<file path="src/rtl/upd1771c_audio_out.sv">
// Audio back end for the uPD1771C: box-car decimation of the sign-magnitude PCM stream,
// a 2^n gain with saturation and an optional one-pole DC blocker, producing a strobed 16-bit sample.
module upd1771c_audio_out #(
    parameter int DECIM_LOG2 = 7,
    parameter int DC_EN      = 1,
    parameter int DC_SHIFT   = 10
) (
    input  logic               CLK,
    input  logic               RESB,
    input  logic               CE,
    input  logic               PCM_NEG,
    input  logic [7:0]         PCM_OUT,
    input  logic               MUTE,
    input  logic [1:0]         GAIN,
    output logic signed [15:0] AUD_OUT,
    output logic               AUD_STB
);
    localparam int AW = 9 + DECIM_LOG2;

    function automatic logic signed [15:0] sat16(input logic signed [21:0] v);
        if (v > 22'sd32767)
            return 16'sh7FFF;
        else if (v < -22'sd32768)
            return 16'sh8000;
        else
            return v[15:0];
    endfunction

    // S0: sign-magnitude to two's complement
    logic signed [8:0] w_s;
    logic signed [8:0] r_s;
    logic              r_s_v;

    always_comb begin
        w_s = '0;
        if (!MUTE)
            w_s = PCM_NEG ? -$signed({1'b0, PCM_OUT}) : $signed({1'b0, PCM_OUT});
    end

    always_ff @(posedge CLK or negedge RESB) begin
        if (!RESB) begin
            r_s   <= '0;
            r_s_v <= 1'b0;
        end else begin
            r_s_v <= CE;
            if (CE)
                r_s <= w_s;
        end
    end

    // S1: window accumulator; the top 9 bits of the closing sum are the floored average
    logic signed [AW-1:0]     r_acc;
    logic [DECIM_LOG2-1:0]    r_cnt;
    logic signed [8:0]        r_avg;
    logic                     r_avg_v;
    logic signed [AW-1:0]     w_sum;

    assign w_sum = r_acc + {{(AW-9){r_s[8]}}, r_s};

    always_ff @(posedge CLK or negedge RESB) begin
        if (!RESB) begin
            r_acc   <= '0;
            r_cnt   <= '0;
            r_avg   <= '0;
            r_avg_v <= 1'b0;
        end else begin
            r_avg_v <= 1'b0;
            if (r_s_v) begin
                r_cnt <= r_cnt + 1'b1;
                if (&r_cnt) begin
                    r_avg   <= w_sum[DECIM_LOG2 +: 9];
                    r_avg_v <= 1'b1;
                    r_acc   <= '0;
                end else begin
                    r_acc <= w_sum;
                end
            end
        end
    end

    // S2: gain; 255 << 10 still fits 20 signed bits, so the shift cannot wrap before saturation
    logic signed [19:0] w_wide;
    logic signed [15:0] r_x;
    logic               r_x_v;

    assign w_wide = 20'(r_avg) <<< (4'd7 + {2'b00, GAIN});

    always_ff @(posedge CLK or negedge RESB) begin
        if (!RESB) begin
            r_x   <= '0;
            r_x_v <= 1'b0;
        end else begin
            r_x_v <= r_avg_v;
            if (r_avg_v)
                r_x <= sat16(22'(w_wide));
        end
    end

    // S3: output register, optionally through the DC blocker
    generate
        if (DC_EN != 0) begin : g_dc
            logic signed [15:0] r_x_prev;
            logic signed [19:0] r_y;
            logic signed [21:0] w_y_new;
            logic signed [19:0] w_y_clamp;

            assign w_y_new = 22'(r_x) - 22'(r_x_prev) + 22'(r_y) - 22'(r_y >>> DC_SHIFT);

            always_comb begin
                w_y_clamp = w_y_new[19:0];
                if (w_y_new > 22'sd524287)
                    w_y_clamp = 20'sh7FFFF;
                else if (w_y_new < -22'sd524288)
                    w_y_clamp = 20'sh80000;
            end

            always_ff @(posedge CLK or negedge RESB) begin
                if (!RESB) begin
                    r_x_prev <= '0;
                    r_y      <= '0;
                    AUD_OUT  <= '0;
                    AUD_STB  <= 1'b0;
                end else begin
                    AUD_STB <= r_x_v;
                    if (r_x_v) begin
                        r_x_prev <= r_x;
                        r_y      <= w_y_clamp;
                        AUD_OUT  <= sat16(w_y_new);
                    end
                end
            end
        end else begin : g_pass
            always_ff @(posedge CLK or negedge RESB) begin
                if (!RESB) begin
                    AUD_OUT <= '0;
                    AUD_STB <= 1'b0;
                end else begin
                    AUD_STB <= r_x_v;
                    if (r_x_v)
                        AUD_OUT <= r_x;
                end
            end
        end
    endgenerate
endmodule

</file>
<file path="config.mk">
export PLATFORM = sky130hd
export DESIGN_NAME = upd1771c_audio_out
export DESIGN_NICKNAME = d
export VERILOG_FILES = /design/src/rtl/upd1771c_audio_out.sv
export SDC_FILE = /design/constraint.sdc
export NUM_CORES = 1
export LEC_CHECK = 0
export ABC_AREA = 0
export CORE_MARGIN = 4
export CORE_UTILIZATION = 35
export CTS_BUF_LIST = sky130_fd_sc_hd__clkbuf_4
export DETAILED_ROUTE_END_ITERATION = 12
export PLACE_DENSITY_LB_ADDON = 0.15
export SLEW_MARGIN = 20
export SYNTH_ARGS = -nofsm -noshare
export SYNTH_HDL_FRONTEND = slang
export SYNTH_SLANG_ARGS = --single-unit
</file>
<file path="constraint.sdc">
create_clock -name CLK -period 8.9 [get_ports CLK]
set_clock_uncertainty 0.15 [all_clocks]
set_input_delay 1.78 -clock CLK [delete_from_list [all_inputs] [get_ports CLK]]
set_output_delay 1.78 -clock CLK [all_outputs]
set_load 0.05 [all_outputs]
</file>
==> results by group, run 1 <==
STA
  • Hold Vio Cnt, Final: 0
  • RSZ-0062 raised after global routing: false
  • Tmin final: ~5.4 ns
  • Final Cycle Share: 0.608
  • Max Freq: 185 MHz
  • Worst slew pin tran: 1.02 ns
  • Slew Limit Fails: 0
  • Final setup fails: 0
  • Setup TNS: 0 ns
  • Relative max-transition margin: 0.317

Global routing
  • GRT Total Usage: 0.155
  • Vias in the first global route: 5862
  • Pin count of the biggest net entering global routing: 61
  • Number of antenna violations at the first check in global routing: 1
  • First-pass GRT wire length: 31000 um
  • Total gr overflow: 0

Setup path
  • FF-to-FF End: g_dc.r_y[10]$_DFFE_PN0P_
  • Largest fanout on the critical path: 17
  • Arr. time, crit path: 5.68 ns
  • RR Startpoint: r_x[0]$_DFFE_PN0P_
  • Top cell family by delay on the critical path: buffers and inverters
  • FF-to-FF setup slack: 3.83 ns
  • Buf/Inv on CP: 3
  • CP max stage delay: 0.84 ns
  • Crit path from: GAIN[0]
  • Required @ worst endpoint: 9.17 ns
  • Cell depth of the worst setup path: 10
  • CP Class: input pin to flop
  • R2R depth: 15
  • Critical Path Slowest Stage Cell: clkdlybuf4s50_1
  • CP endpoint: r_x[11]$_DFFE_PN0P_
  • Setup crit start kind: input pin
  • Crit-path cells: clkdlybuf4s50_1 > clkinv_1 > ha_1 > mux2_2 > nor2_1 > a21oi_1 > inv_1 > a311oi_1 > nand2_1 > o221ai_1
  • Crit. End Element: flop

Routing
  • WL/cell: 16.3 um
  • Routed wire length: 18500 um
  • Via-to-Cell Ratio: about 5.2
  • Routed Antenna Nets: 0
  • DRC violations left: 0
  • Vias: between 5k and 6k
  • DR pass1 iterations: 5
  • First DRT Iteration DRCs: 258

Clocking
  • Reg clk slew, reported paths: approximately 0.1 ns
  • TritonCTS clock tree: yes
  • Post-CTS resize count: 0
  • Clk_lat worst skew: between 0.5 and 0.6 ns
  • TritonCTS Buffers: 17
  • Root Driver: clkbuf_4
  • CTS Buffer Depth: 2
  • Post-CTS Setup Inserts: 0
  • H-tree depth: 4
  • Hold_buf cts: 0
  • # clock sinks: 113

Layout
  • Util after Layout: 0.396
  • Layout cells sized above 1: 0.0869
  • P&R area growth vs syn: 10.1%
  • Final instance area: 0.00873 mm2
  • Most common cell after layout, fill and taps aside: dfrtp_1
  • Commonest cells after routing, fill and taps aside: dfrtp_1, inv_1, nand2_1
  • Nets: 931

Floorplanning
  • Starting Density: 0.360
  • Die Span Y: 159 um
  • Core Rows: 54
  • Chip width: between 150 and 200 um
  • Core area: 0.0220 mm2
  • DIE AREA: around 0.025 mm2
  • Io pins: 32

Synthesis
  • Mapped Area: 0.00793 mm2
  • Seq cells post-synth: approximately 110
  • Ys Warns: 0
  • Area leader, netlist: dfrtp_1
  • Post-Syn Area per Cell: 9.64 um2
  • Top FF cell, synth: dfrtp_1
  • Mapped Nets: roughly 910
  • Synth area leaders: dfrtp_1, fa_1, ha_1
  • Cell count after synthesis: 822
  • Seq/Total Area, Yosys: 0.357
  • Post-synth top area share: 0.357
  • Netlist cell types: between 70 and 80
  • EDFF count, synth: 0
  • FFs w/ async S/R, synth: 1.00

Placement
  • Post-DP HPWL: 13800 um
  • Placer congestion estimate: 0.812
  • PortBufs: 31
  • Area after DPL: 0.00844 mm2

Power
  • Sw frac: 0.353
  • Internal power: approximately 0.96 mW
  • Clock power share: 0.270
  • Seq pwr share: 0.415
  • Leakage: 4.18 nW
  • Comb power frac: 0.314
  • Power per cell area: about 170 mW/mm2
  • VDD IR-drop max: 104 uV
  • P_sw: 0.523 mW

Run
  • # Max-Cap Violations: 0

Hold path
  • Hold crit path type: flop to flop

Status
  • Outcome: finished, final reports clean
## power groups by stage
stage | registers [mW] | clock network [mW] | logic (mW)
after floorplan | 0.613 | 0 | 0.360
after global placement | 0.624 | 0 | 0.463
after detailed placement | 0.623 | 0 | 0.467
after CTS | 0.615 | 0.419 | 0.470
after global routing | 0.624 | 0.439 | 0.529
final | 0.614 | 0.400 | 0.465
## worst min path at each step
stage / startpoint / end / slack, ns / cells after the start
CTS: r_cnt[6]$_DFFE_PN0P_ / r_cnt[6]$_DFFE_PN0P_ / 0.33 / 1
floorplan: r_x_v$_DFF_PN0_ / AUD_STB$_DFF_PN0_ / 0.24 / 0
global placement: r_cnt[6]$_DFFE_PN0P_ / r_cnt[6]$_DFFE_PN0P_ / 0.31 / 1
finish: r_cnt[6]$_DFFE_PN0P_ / r_cnt[6]$_DFFE_PN0P_ / 0.33 / 1
global route: r_cnt[6]$_DFFE_PN0P_ / r_cnt[6]$_DFFE_PN0P_ / 0.35 / 1
detailed placement: r_cnt[6]$_DFFE_PN0P_ / r_cnt[6]$_DFFE_PN0P_ / 0.32 / 1
## worst register-to-register path, delay by kind of cell (launching register included)
kind	cells	cell delay, ns
adders and majority gates	4	1.48
buffers and inverters	3	0.17
and+or+nand+nor	3	1.05
DFF	1	0.44
AOI/OAI and AO/OA	5	1.62
## per-stage QoR
stage | power [mW] | std cells | hold WS [ns] | setup slack (ns)
2_1_floorplan | 0.973 | 822 | 0.242 | 4.13
3_3_place_gp | 1.09 | 1100 | 0.306 | 3.02
3_5_place_dp | 1.09 | 1100 | 0.318 | 3.04
4_1_cts | 1.50 | 1132 | 0.334 | 3.62
5_1_grt | 1.59 | 1133 | 0.352 | 3.08
6_report | 1.48 | 1133 | 0.328 | 3.49
## metal layers
layer / routed length, um / global-route usage / vias to the layer above / part of all wire
met5: 0 / 0 / - / 0
met4: 175 / 0.0374 / 0 / 0.0095
met3: 508 / 0.0291 / 11 / 0.028
met2: 8560 / 0.249 / 93 / 0.46
met1: 9230 / 0.218 / 2862 / 0.50
li1: - / - / 2942 / -
## cells by family (layout without fill, tap and decap cells)
logic type               Yosys count  in the layout  share of synthesized area
AO/OA/AOI/OAI                    233            233                      0.212
flip-flops                       113            113                      0.357
multiplexers                      35             35                     0.0473
buffers and inverters            133            163                     0.0672
other                              0              1                          0
AND/OR/NAND/NOR                  198            198                      0.122
adder cells (fa/ha/maj)           77             77                      0.157
XOR/XNOR                          33             33                     0.0384
## flip-flops by register name, summed over array words and instances, names as in the netlist
| register | cells |
|---|---|
| g_dc.r_y | 20 |
| AUD_OUT | 16 |
| g_dc.r_x_prev | 16 |
| r_acc | 16 |
| r_x | 16 |
| r_avg | 9 |
| r_s | 9 |
| r_cnt | 7 |
| AUD_STB | 1 |
| r_avg_v | 1 |
| r_s_v | 1 |
| r_x_v | 1 |
## synth_stat cells, types with 16 or more instances
master	instances
dfrtp_1	113
mux2_2	20
ha_1	40
nor2_1	50
nand2b_1	16
o21ai_0	40
nand2_1	58
xor2_1	17
nand3_1	16
a21oi_1	51
inv_1	95
fa_1	37
clkbuf_1	23
## area by class of cell
type	count	area (um2)
antenna	1	2.50
clock buffer	18	135
clock inverter	14	145
fill	2213	13300
inverter	96	360
multi-input combinational	576	4570
sequential	113	2830
tap	280	350
timing repair buffer	35	338
(Power assumes the default switching activity.)
==> run 2: changes to the inputs <==
==> constraint.sdc (replaced) <==
create_clock -name CLK -period 5.1 [get_ports CLK]
set_clock_uncertainty 0.15 [all_clocks]
set_input_delay 1.02 -clock CLK [delete_from_list [all_inputs] [get_ports CLK]]
set_output_delay 1.02 -clock CLK [all_outputs]
set_load 0.05 [all_outputs]
==> results by group, run 2 (synthesized netlist as in run 1, its figures left out) <==
Setup path
  • Largest fanout on the critical path: 15 (was 17)
  • Required @ worst endpoint: 5.43 ns (was 9.17 ns)
  • FF-to-FF setup slack: 0.46 ns (was 3.83 ns)
  • CP Class: flop to flop (was input pin to flop)
  • RR Startpoint: g_dc.r_y[19]$_DFFE_PN0P_ (was r_x[0]$_DFFE_PN0P_)
  • FF-to-FF End: AUD_OUT[6]$_DFFE_PN0P_ (was g_dc.r_y[10]$_DFFE_PN0P_)
  • Crit path from: g_dc.r_y[19]$_DFFE_PN0P_ (was GAIN[0])
  • CP endpoint: AUD_OUT[6]$_DFFE_PN0P_ (was r_x[11]$_DFFE_PN0P_)
  • Setup crit start kind: flop (was input pin)
  • Crit. End Element: flop (unchanged)
  • R2R depth: 12 (was 15)
  • Arr. time, crit path: 4.96 ns (was 5.68 ns)

STA
  • Slew Limit Fails: 0 (unchanged)
  • Max Freq: between 200 and 250 MHz
  • Setup ws final: 0.463 ns (was 3.49 ns)
  • Relative max-transition margin: 0.308 (was 0.317)
  • Final setup fails: 0 (unchanged)
  • Worst slew pin tran: 1.04 ns (was 1.02 ns)
  • RSZ-0062 raised after global routing: false (unchanged)
  • Tmin final: 4.64 ns
  • Hold_ws: 0.320 ns (was 0.328 ns)
  • Hold Vio Cnt, Final: 0 (unchanged)
  • Setup TNS: 0 ns (unchanged)
  • Final Cycle Share: 0.909

Floorplanning
  • Io pins: 32 (unchanged)
  • Chip width: 159 um (unchanged)
  • Core Rows: 54 (unchanged)
  • Starting Density: 0.360 (unchanged)
  • Die Span Y: 159 um (unchanged)
  • Core area: 0.0220 mm2 (unchanged)
  • DIE AREA: 0.0251 mm2 (unchanged)

Layout
  • Nets: 937 (was 931)
  • Fill cells: 2252 (was 2213)
  • Commonest cells after routing, fill and taps aside: dfrtp_1, inv_1, nand2_1 (unchanged)
  • Max reg flops: 20 (unchanged)
  • P&R area growth vs syn: 11.1% (was 10.1%)
  • Largest register by flop count: g_dc.r_y (unchanged)
  • Finished Layout Cells: 1140 (was 1133)
  • Layout cells sized above 1: 0.100 (was 0.0869)
  • Util after Layout: 0.400 (was 0.396)
  • Most common cell after layout, fill and taps aside: dfrtp_1 (unchanged)

Status
  • Outcome: finished, final reports clean (unchanged)

Clocking
  • H-tree depth: 4 (unchanged)
  • Reg clk slew, reported paths: 0.13 ns (was 0.10 ns)
  • # clock sinks: 113 (unchanged)
  • Post-CTS resize count: 0 (unchanged)
  • Post-CTS Setup Inserts: 0 (unchanged)
  • Hold_buf cts: 0 (unchanged)
  • Root Driver: clkbuf_4 (unchanged)
  • CTS Buffer Depth: 2 (unchanged)
  • Clk_lat worst skew: 0.54 ns (was 0.53 ns)
  • TritonCTS Buffers: 17 (unchanged)
  • TritonCTS clock tree: yes (unchanged)

Global routing
  • GRT Total Usage: 0.159 (was 0.155)
  • Vias in the first global route: 6067 (was 5862)
  • Number of antenna violations at the first check in global routing: 1 (unchanged)
  • First-pass GRT wire length: 31900 um (was 31000 um)
  • Pin count of the biggest net entering global routing: 49 (was 61)
  • Total gr overflow: 0 (unchanged)

Power
  • VDD IR-drop max: 213 uV (was 104 uV)
  • Power per cell area: 298 mW/mm2 (was 170 mW/mm2)
  • Leakage: 4.21 nW (was 4.18 nW)

Placement
  • Placer congestion estimate: 0.852 (was 0.812)
  • Post-DP HPWL: 14200 um (was 13800 um)
  • Post-Place Cells: 1105 (was 1100)
  • Pre-CTS WS: 0.223 ns (was 3.04 ns)
  • PortBufs: 31 (unchanged)

Routing
  • WL/cell: 16.5 um (was 16.3 um)
  • Routed wire length: 18800 um (was 18500 um)
  • DR pass1 iterations: 5 (unchanged)
  • Via-to-Cell Ratio: 5.19 (was 5.21)
  • DRC violations left: 0 (unchanged)
  • First DRT Iteration DRCs: 342 (was 258)
  • Vias: 5921 (was 5908)
  • Routed Antenna Nets: 0 (unchanged)

Run
  • # Max-Cap Violations: 0 (unchanged)

Hold path
  • Hold crit path type: input pin to async pin (was flop to flop)
[run 2: changes by cell type in the layout (fill, tap and decap cells not counted), sizes merged]
cell      before  now
clkinvlp       0    4
clkinv        11    5
inv           96   97
clkbuf        18   19
buf            5   11
diode          1    2
[run 2: how the worst min path moves through the flow]
stage                                   to  slack, ns  cells after the start
floorplan                AUD_STB$_DFF_PN0_       0.24                      0
global placement      r_cnt[6]$_DFFE_PN0P_       0.31                      1
detailed placement    r_cnt[6]$_DFFE_PN0P_       0.31                      1
CTS                 AUD_OUT[1]$_DFFE_PN0P_       0.31                      1
global route        AUD_OUT[1]$_DFFE_PN0P_       0.32                      1
finish              AUD_OUT[1]$_DFFE_PN0P_       0.32                      1
[run 2: worst max-delay path, stage by stage (launching register included)]
cell     delay [ns]
dfrtp_1        0.59
fa_1           0.48
inv_1          0.20
fa_1           0.49
ha_1           0.45
and3_1         0.28
and2_1         0.21
and3_1         0.20
a31oi_2        0.12
a31oi_1        0.28
nand2_1        0.24
a31oi_2        0.69
a221o_1        0.20
[run 2: power by group]
group	internal, mW	leakage [nW]	total [mW]	switching [mW]
registers	0.994	1.45	1.07	0.0771
logic	0.343	2.61	0.823	0.480
clock network	0.351	0.155	0.734	0.383
[run 2: metrics by stage]
stage          cell area (um2)  total power, mW
5_1_grt                   8810             2.82
3_5_place_dp              8480             1.91
2_1_floorplan             7930             1.70
4_1_cts                   8780             2.66
3_3_place_gp              8480             1.91
6_report                  8810             2.63
[run 2: cell type report]
class | instances | area (um2) | share of cell area
Inverter | 96 | 360 | 0.0409
Clock inverter | 13 | 161 | 0.0183
Timing Repair Buffer | 41 | 395 | 0.0449
Antenna cell | 2 | 5.00 | 0.000568
Multi-Input combinational cell | 576 | 4570 | 0.518
Clock buffer | 19 | 143 | 0.0162
Tap cell | 280 | 350 | 0.0398
Sequential cell | 113 | 2830 | 0.321
[run 2: layer usage]
metal / GRT usage / routed length, um / up-vias
met5: 0 / 0 / -
met4: 0.0443 / 197 / 0
met3: 0.0283 / 458 / 17
met2: 0.265 / 9100 / 84
met1: 0.214 / 9080 / 2871
li1: - / - / 2949
